$ cat config.mk
export PLATFORM = sky130hd
export DESIGN_NAME = fsqrt_special_case
export DESIGN_NICKNAME = d
export VERILOG_FILES = /design/src/rtl/fsqrt_special_case.sv
export SDC_FILE = /design/constraint.sdc
export NUM_CORES = 1
export LEC_CHECK = 0
export ABC_AREA = 1
export CORE_MARGIN = 2
export CORE_UTILIZATION = 45
export DETAILED_ROUTE_END_ITERATION = 8
export DONT_BUFFER_PORTS = 1
export PLACE_DENSITY = 0.66
export SLEW_MARGIN = 30
export SYNTH_ARGS = -nofsm -noshare
export SYNTH_HDL_FRONTEND = slang
export SYNTH_SLANG_ARGS = --single-unit
$ cat constraint.sdc
create_clock -name clk -period 3.7 [get_ports clk]
set_input_delay 1.11 -clock clk [delete_from_list [all_inputs] [get_ports clk]]
set_output_delay 1.11 -clock clk [all_outputs]
set_load 0.02 [all_outputs]
$ cat src/rtl/fsqrt_special_case.sv
// Operand classification and in-order result merge around the pipelined binary32 sqrt core.
// Optional build macro FSQRT_DAZ_EN: subnormal radicands are flushed to a signed zero locally.
module fsqrt_special_case #(
  parameter int WIDTH   = 32,
  parameter int LATENCY = 6
) (
  input  logic             clk,
  input  logic             rst_n,
  input  logic             in_valid,
  input  logic [WIDTH-1:0] in_data,
  output logic             core_valid_in,
  output logic [WIDTH-1:0] core_radicand,
  input  logic             core_valid_out,
  input  logic [WIDTH-1:0] core_y,
  output logic             out_valid,
  output logic [WIDTH-1:0] out_y,
  output logic [4:0]       out_flags,
  output logic             seq_err
);

  localparam logic [WIDTH-1:0] QNAN   = 32'h7FC0_0000;
  localparam logic [WIDTH-1:0] POSINF = 32'h7F80_0000;
  localparam logic [4:0]       NV     = 5'b1_0000;

  // Returns {special, result, flags}; result/flags are meaningful only when special.
  function automatic logic [WIDTH+5:0] classify(input logic [WIDTH-1:0] d);
    logic        s;
    logic [7:0]  e;
    logic [22:0] f;
    s = d[31];
    e = d[30:23];
    f = d[22:0];
    if (e == 8'hFF && f != 23'd0)
      classify = {1'b1, QNAN, (f[22] ? 5'b0 : NV)};
    else if (e == 8'd0 && f == 23'd0)
      classify = {1'b1, d, 5'b0};
`ifdef FSQRT_DAZ_EN
    else if (e == 8'd0)
      classify = {1'b1, s, {(WIDTH-1){1'b0}}, 5'b0};
`endif
    else if (s)
      classify = {1'b1, QNAN, NV};
    else if (e == 8'hFF)
      classify = {1'b1, POSINF, 5'b0};
    else
      classify = {1'b0, d, 5'b0};
  endfunction

  logic [WIDTH+5:0] cls;
  logic             cls_spc;
  logic [WIDTH-1:0] cls_res;
  logic [4:0]       cls_flg;

  always_comb begin
    cls     = classify(in_data);
    cls_spc = cls[WIDTH+5];
    cls_res = cls[WIDTH+4:5];
    cls_flg = cls[4:0];
  end

  assign core_valid_in = in_valid & ~cls_spc;
  assign core_radicand = in_data;

  // ---- Delay line: one entry per issue slot, matched to core latency ----
  logic             dl_vld_q [LATENCY];
  logic             dl_vld_d [LATENCY];
  logic             dl_spc_q [LATENCY];
  logic             dl_spc_d [LATENCY];
  logic [WIDTH-1:0] dl_res_q [LATENCY];
  logic [WIDTH-1:0] dl_res_d [LATENCY];
  logic [4:0]       dl_flg_q [LATENCY];
  logic [4:0]       dl_flg_d [LATENCY];

  always_comb begin
    dl_vld_d[0] = in_valid;
    dl_spc_d[0] = cls_spc;
    dl_res_d[0] = cls_res;
    dl_flg_d[0] = cls_flg;
    for (int i = 1; i < LATENCY; i++) begin
      dl_vld_d[i] = dl_vld_q[i-1];
      dl_spc_d[i] = dl_spc_q[i-1];
      dl_res_d[i] = dl_res_q[i-1];
      dl_flg_d[i] = dl_flg_q[i-1];
    end
  end

  always_ff @(posedge clk or negedge rst_n) begin
    if (!rst_n) begin
      for (int i = 0; i < LATENCY; i++) dl_vld_q[i] <= 1'b0;
    end else begin
      for (int i = 0; i < LATENCY; i++) dl_vld_q[i] <= dl_vld_d[i];
    end
  end

  // Payload carries no reset: it is qualified by dl_vld_q.
  always_ff @(posedge clk) begin
    for (int i = 0; i < LATENCY; i++) begin
      dl_spc_q[i] <= dl_spc_d[i];
      dl_res_q[i] <= dl_res_d[i];
      dl_flg_q[i] <= dl_flg_d[i];
    end
  end

  // ---- Tap and merge: the last entry lines up with the core's valid_output ----
  logic             tap_vld;
  logic             tap_spc;
  logic             out_valid_q, out_valid_d;
  logic [WIDTH-1:0] out_y_q, out_y_d;
  logic [4:0]       out_flags_q, out_flags_d;
  logic             seq_err_q, seq_err_d;

  always_comb begin
    tap_vld     = dl_vld_q[LATENCY-1];
    tap_spc     = dl_spc_q[LATENCY-1];
    out_valid_d = tap_vld;
    out_y_d     = out_y_q;
    out_flags_d = out_flags_q;
    seq_err_d   = seq_err_q;
    if (tap_vld && tap_spc) begin
      out_y_d     = dl_res_q[LATENCY-1];
      out_flags_d = dl_flg_q[LATENCY-1];
    end else if (tap_vld) begin
      out_y_d     = core_y;
      out_flags_d = 5'b0;
      if (!core_valid_out) seq_err_d = 1'b1;
    end
    // A core result with no core-path slot waiting for it is dropped.
    if (core_valid_out && (!tap_vld || tap_spc)) seq_err_d = 1'b1;
  end

  always_ff @(posedge clk or negedge rst_n) begin
    if (!rst_n) begin
      out_valid_q <= 1'b0;
      out_y_q     <= '0;
      out_flags_q <= 5'b0;
      seq_err_q   <= 1'b0;
    end else begin
      out_valid_q <= out_valid_d;
      out_y_q     <= out_y_d;
      out_flags_q <= out_flags_d;
      seq_err_q   <= seq_err_d;
    end
  end

  assign out_valid = out_valid_q;
  assign out_y     = out_y_q;
  assign out_flags = out_flags_q;
  assign seq_err   = seq_err_q;

endmodule

# After elaboration in Yosys (flattened, before gate mapping)
# Memories as Yosys holds them, arrays and structs flattened.
# Cells that the tools add are included.
# word_totals
regBits	45
ram_bits	228
out_inout_bits	72
mem_count	3
inputBits	68
# classes
n_eq_ne	3
n_mux	13
reduce_logical	12
bitwise	2
# mem_list
name	depth	word_bits	rd	rd_ports_with_merged_regs	write_ports	line	rtl
dl_res_q	6	32	6	0	6	69	logic [WIDTH-1:0] dl_res_q [LATENCY];
dl_flg_q	6	5	6	0	6	71	logic [4:0] dl_flg_q [LATENCY];
dl_spc_q	6	1	6	0	6	67	logic dl_spc_q [LATENCY];
# ops
op	count
38-bit 2-to-1 mux	4
32-bit 2-to-1 mux	2
23-bit logical NOT	1
23-bit nonzero test	1
5-bit 2-to-1 mux	3
8-bit == test (second input constant)	1
8-bit logical NOT	1
1-bit logical AND	4
1-bit 2-to-1 mux	4
2-bit by 1-bit inequality test with 1-bit output (second input constant)	2
2-bit nonzero test	2
3-bit AND reduction	1
1-bit bitwise AND	1
1-bit logical NOT	1
1-bit logical OR	1
1-bit NOT	1

# Depth between registers and ports, before layout
# Gate-level depths: netlist of the first run.
# logic_depth
ltp_word	7
mapped_depth	7
mapped_depth_nobuf	7

# Least setup slack after synthesis of the first run
# No wires, ideal clock.
# synth_timing
path_kind	input to output
startpoint	input in_data[29]
endpoint	output core_valid_in
path_stages	5
path_slack_ns	0.838
arrival_ns	1.752
path_cell_list	nand4_1 nor2_4 nor2_1 nand2_1 nor2_1
# synth_between
elab_chain_len	7
# synth_lines
element	line	rtl
start, declared	10	input logic [WIDTH-1:0] in_data,
8-bit == test	33, 43	
38-bit 2-to-1 mux	43	else if (e == 8'hFF)
38-bit 2-to-1 mux	41	else if (s)
38-bit 2-to-1 mux	35	else if (e == 8'd0 && f == 23'd0)
38-bit 2-to-1 mux (*)	33	if (e == 8'hFF && f != 23'd0)
named net cls[37]	49	logic [WIDTH+5:0] cls;
1-bit NOT (*)	61	assign core_valid_in = in_valid & ~cls_spc;
1-bit bitwise AND (*)	61	
end, declared	11	output logic core_valid_in,
# Mark *: on every way through the listed nets, which the timed path passes. The rest lies on a longest branch.

# Final worst setup path of the first run
# layout_timing
startpoint	input in_data[6]
endpoint	output core_valid_in
# layout_between
elab_chain_len	6
# layout_lines
element	line
23-bit logical NOT	35
1-bit logical AND	35
38-bit 2-to-1 mux	35
38-bit 2-to-1 mux (*)	33
named net cls[37]	49
1-bit NOT (*)	61
1-bit bitwise AND (*)	61
# Marked as above.

==> results of run 1 <==
metrics by stage:
stage          hold WS (ns)  area, um2  total power [mW]  setup WS (ns)  std cells
2_1_floorplan         0.310       6510              3.09          0.838        523
3_3_place_gp          0.313       6370              3.05          0.641        653
3_5_place_dp          0.312       6380              3.06          0.623        653
4_1_cts               0.301       7140              5.33          0.622        693
5_1_grt               0.291       7140              5.48          0.525        693
6_report              0.319       7140              5.27          0.684        693
cells by family (layout without fill, tap and decap cells):
family / Yosys count / count (layout) / synth area share [%]
and+or+nand+nor: 214 / 214 / 15.0
buffers and inverters: 58 / 48 / 6.12
other: 1 / 4 / 0.0577
DFF: 245 / 245 / 78.6
AOI/OAI and AO/OA: 2 / 2 / 0.212
worst reg2reg max path: cells and delay by family, from the launching register on:
family / cells / cell delay [ns]
buf+inv: 1 / 0.66
simple gates: 1 / 0.07
flops: 1 / 0.40
compound gates: 1 / 0.43
cell type report:
cell class / count / area [um2]
clock buffers: 31 / 688
clock inverters: 9 / 77.6
fillers: 1215 / 6840
inverters: 7 / 26.3
multi-input cells: 220 / 1010
flip-flops and latches: 245 / 5110
well taps: 180 / 225
repair buffers: 1 / 7.51
power by group through the flow:
stage | combinational, mW | sequential, mW | clock (mW)
after global placement | 0.0905 | 2.96 | 0
after CTS | 0.0978 | 2.91 | 2.32
after floorplan | 0.141 | 2.95 | 0
final | 0.0956 | 2.91 | 2.26
after global routing | 0.112 | 2.92 | 2.44
after detailed placement | 0.0967 | 2.97 | 0
metal layers:
layer / track usage, % / routed length (um)
met5: 0 / 0
met3: 3.39 / 666
met1: 15.1 / 4280
met4: 4.99 / 132
met2: 17.2 / 3760
layout by cell type, fill, tap and decap left out:
cell,n
a22o_1,1
buf_4,1
bufinv_16,1
clkbuf_1,2
clkbuf_16,25
clkbuf_8,4
clkinv_1,1
clkinv_2,5
clkinvlp_4,1
conb_1,4
dfrtp_1,41
dfxtp_1,204
inv_1,4
inv_2,2
inv_4,1
inv_6,1
nand2_1,110
nand2_2,1
nand3_1,36
nand4_1,2
nand4_4,1
nor2_1,36
nor2_2,4
nor2_4,2
nor3b_1,22
o21ai_0,1
flip-flops by register name (all words and copies together), names as in the netlist:
name / cells
dl_flg_q: 6
out_valid_d: 1
dl_res_q: 192
dl_spc_q: 6
seq_err: 1
out_flags: 1
dl_vld_d: 5
out_y: 32
out_valid: 1
how the worst max path moves through the flow:
stage,startpoint,endpoint
after CTS,in_data[6],core_valid_in
final,in_data[6],core_valid_in
after global routing,in_data[6],core_valid_in
after detailed placement,in_data[6],core_valid_in
after global placement,in_data[6],core_valid_in
after floorplan,in_data[29],core_valid_in
==> impl_metrics.toml, run 1 <==
[run_status]
status = "finished clean"

[yosys]
synth_edf_count = 0
yosys.area.top_type_share_pct = 62.8
synth.area.top_cells = "dfxtp_1 (63%), dfrtp_1 (16%), nand2_1 (6.4%)"
synth-seq-cells = 245
yosysMostFrequentCell = "dfxtp_1"
synth_area_um2 = 6500
yosysWarnings = 0
ys.flop_type = "dfxtp_1"
syn_avg_cell_area_um2 = 12.5
ys_seq_area_share_pct = 78.6
netlist_top_cells_count = "dfxtp_1 (204), nand2_1 (110), dfrtp_1 (41)"
syn-instance-count = 520
synth_cell_types = 20
yosysTopAreaCell = "dfxtp_1"
synthArstFlopShare_pct = 16.7

[timing]
timing.final.crit_share_pct = 81.5
worst_pin_slew_ns = 0.854
min_period_ns = 3.02
fmax_mhz = 332
clock_skew_ns = 0.00986
finalSetupTns_ns = 0
hold_viol_final = 0
rsz0062_at_grt = "false"
report.final.slew_viol_count = 0
setup_viol = 0
slew_headroom_pct = 42.7

[worst_setup_path]
rr_startpoint = "out_valid_d"
critical_path_depth = 6
worstPathBufferInverterCount = 0
ff2ff_setup_slack_ns = 2.02
path_delay_family = "simple AND/OR/NAND/NOR gates"
worstPathArrival_ns = 1.91
crit_path_end_kind = "primary output"
crit_path_start_kind = "input pin"
worstPathCellList = "nor2_1, nand2_1, nor2_2, nand4_4, nand2_1, nor2_1"
path_class = "input pin to primary output"
worstPathMaxFanout = 5
critPathMaxStageDelay_ns = 0.20
cpMaxStageDelayCell = "nor2_2"
worstPathRequired_ns = 2.59
r2r-end = "out_flags[4]"
r2r_cells = 3

[detailed_routing]
drtAntennaViolNets = 0
drt_first_pass_iters = 4
wire_per_inst_um = 12.8
initialDrtViolationCount = 97
drc = 0
wl_um = 8840
vias_per_cell = 4.24
vias = 2941

[floorplanning]
die_w_um = 124
start_util_pct = 46.5
dieArea_um2 = 15400
core_area_um2 = 14000
pin_count = 140
num_rows = 43
die_h_um = 124

[power_and_ir_drop]
power_density_nw_per_um2 = 738
total_leakage_power_nw = 3.06
p_int_mw = 4.22
power.switching_mw = 1.05
power_frac_comb_pct = 1.8
swShare_pct = 20.0
p_clk_share_pct = 43.0
power_frac_seq_pct = 55.2
ir_drop_v = 0.000305

[hold_path]
hold_path_class = "input pin to asynchronous set/reset pin"

[layout]
drive_gt1_share_pct = 9.55
area_growth_pct = 9.89
layout.nets = 566
utilization_pct = 51.1
n_antenna_cell = 0

[placed_design]
port_buffers = 0
place.gp.congestion = 0.660
dp_hpwl_um = 5950

[grt]
grt_pass1_wl_um = 14100
track_usage_pct = 11.4
gr-total-overflow = 0
grt_max_degree = 42
grt_pass1_vias = 3003
antenna_found_initial = 0

[cts]
cts_resized = 0
numCtsBuffers = 23
htreeDepth = 1
clk_latency_ns = 0.48
cts_tree = "yes"
clk_pin_slew_ns = 0.06
cts_root_buf = "clkbuf_16"
hold_buffers = 0
cts_buffer_depth = 3
cts_setup_buffers = 0
clkSinkCount = 245

[run]
maxCapViolCount = 0
(Power assumes the default switching activity.)
==> run 2: changes to the inputs <==
clock period = 2.9 ns   (was 3.7 ns; I/O delays follow)
==> run 2 against run 1 <==
- sequential power rose by 27%
- first-iteration DRC count is 70% higher
- wire length grew 1.2%
- cell area down 0.21%
- clock power grew 26%
- worst hold slack lost 0.24 ns
- combinational power up 27%
- register-to-register slack got worse by 0.78 ns
- utilization down 0.11 points
- clock skew is 0.0014 ns higher
- highest routed layer unchanged
==> impl_metrics.toml, run 2 (synthesis results as in run 1) <==
[power_and_ir_drop]
total_leakage_power_nw = 3.06
power_frac_seq_pct = 55.6
p_int_mw = 5.34
ir_drop_v = 0.000383
power_frac_comb_pct = 1.8
p_clk_share_pct = 42.6
power.switching_mw = 1.34
power_density_nw_per_um2 = 937
swShare_pct = 20.1

[cts]
clk_latency_ns = 0.49
cts_root_buf = "clkbuf_16"
clkSinkCount = 245
numCtsBuffers = 23
cts_resized = 0
hold_buffers = 0
clk_pin_slew_ns = 0.06
cts_setup_buffers = 0
cts_buffer_depth = 3
htreeDepth = 1
cts_tree = "yes"

[detailed_routing]
wire_per_inst_um = 12.9
vias_per_cell = 4.31
drt_first_pass_iters = 4
wl_um = 8950
vias = 2989
initialDrtViolationCount = 165
drc = 0
drtAntennaViolNets = 0

[floorplanning]
pin_count = 140
start_util_pct = 46.5
core_area_um2 = 14000
dieArea_um2 = 15400
num_rows = 43
die_h_um = 124
die_w_um = 124

[layout]
fill_cells = 1202
final_common_cell = "dfxtp_1"
max_flop_register = "dl_res_q"
drive_gt1_share_pct = 9.34
area_growth_pct = 9.66
final_cell_mix = "dfxtp_1 (204), nand2_1 (110), dfrtp_1 (41)"
largest_reg_flops = 192
n_antenna_cell = 0
layout.nets = 567

[worst_setup_path]
ff2ff_setup_slack_ns = 1.24
worstPathRequired_ns = 2.03
r2r_cells = 6
path_class = "input pin to primary output"
worstPathMaxFanout = 5
crit_path_end_kind = "primary output"
worstPathArrival_ns = 1.70
crit_path_start_kind = "input pin"
r2r-end = "seq_err"
rr_startpoint = "out_valid_d"

[timing]
clock_skew_ns = 0.0113
timing.final.crit_share_pct = 88.6
min_period_ns = 2.57
hold_viol_final = 0
rsz0062_at_grt = "false"
report.final.slew_viol_count = 0
slew_headroom_pct = 40.7
finalSetupTns_ns = 0
hold_slack_ns = 0.0765
fmax_mhz = 389
setup_viol = 0
fin_ws_ns = 0.331
worst_pin_slew_ns = 0.888

[grt]
gr-total-overflow = 0
grt_pass1_vias = 3065
antenna_found_initial = 0
grt_max_degree = 42
track_usage_pct = 11.6
grt_pass1_wl_um = 14400

[placed_design]
dp_hpwl_um = 6030
place.gp.congestion = 0.667
pre_cts_slack_ns = 0.312
port_buffers = 0

[run_status]
status = "finished clean"

[hold_path]
hold_path_class = "input pin to asynchronous set/reset pin"

[run]
maxCapViolCount = 0
run 2: through the flow:
step	std cells	cell area [um2]	utilization (%)	total power [mW]
after floorplan	523	6510	-	3.94
after global placement	654	6380	45.6	3.90
after detailed placement	654	6380	45.6	3.91
after CTS	694	7130	51.0	6.77
after global routing	694	7130	51.0	6.95
final	694	7130	51.0	6.68
run 2: power groups by stage:
stage | sequential [mW] | combinational [mW] | clock, mW
final | 3.71 | 0.121 | 2.85
after detailed placement | 3.79 | 0.122 | 0
after global placement | 3.78 | 0.116 | 0
after floorplan | 3.76 | 0.180 | 0
after CTS | 3.72 | 0.123 | 2.93
after global routing | 3.73 | 0.142 | 3.08
run 2: cell type report:
| type | count | area, um2 | share of cell area, % |
|---|---|---|---|
| Inverter | 7 | 26.3 | 0.369 |
| Clock buffer | 32 | 671 | 9.41 |
| Sequential cell | 245 | 5110 | 71.7 |
| Multi-Input combinational cell | 220 | 1000 | 14.1 |
| Timing Repair Buffer | 2 | 15.0 | 0.211 |
| Tap cell | 180 | 225 | 3.16 |
| Clock inverter | 8 | 77.6 | 1.09 |
run 2: critical path: stages:
cell and delay [ns]:
nor2_1 0.11, nand2_1 0.11, nor2_2 0.17, nand4_4 0.15
nand2_1 0.16, nor2_1 0.13
run 2: metal layers:
metal	global-route usage (%)	up-vias	wire, um
met5	0	-	0
met4	5.27	0	173
met3	3.30	17	689
met2	17.9	122	3890
met1	15.0	1299	4200
li1	-	1551	-
run 2: worst max-delay path by stage:
stage | startpoint | to | slack, ns | depth (start not counted)
6_report | in_data[10] | core_valid_in | 0.33 | 6
5_1_grt | in_data[4] | core_valid_in | 0.21 | 6
4_1_cts | in_data[10] | core_valid_in | 0.31 | 6
3_5_place_dp | in_data[6] | core_valid_in | 0.31 | 6
3_3_place_gp | in_data[6] | core_valid_in | 0.32 | 6
2_1_floorplan | in_data[29] | core_valid_in | 0.52 | 5
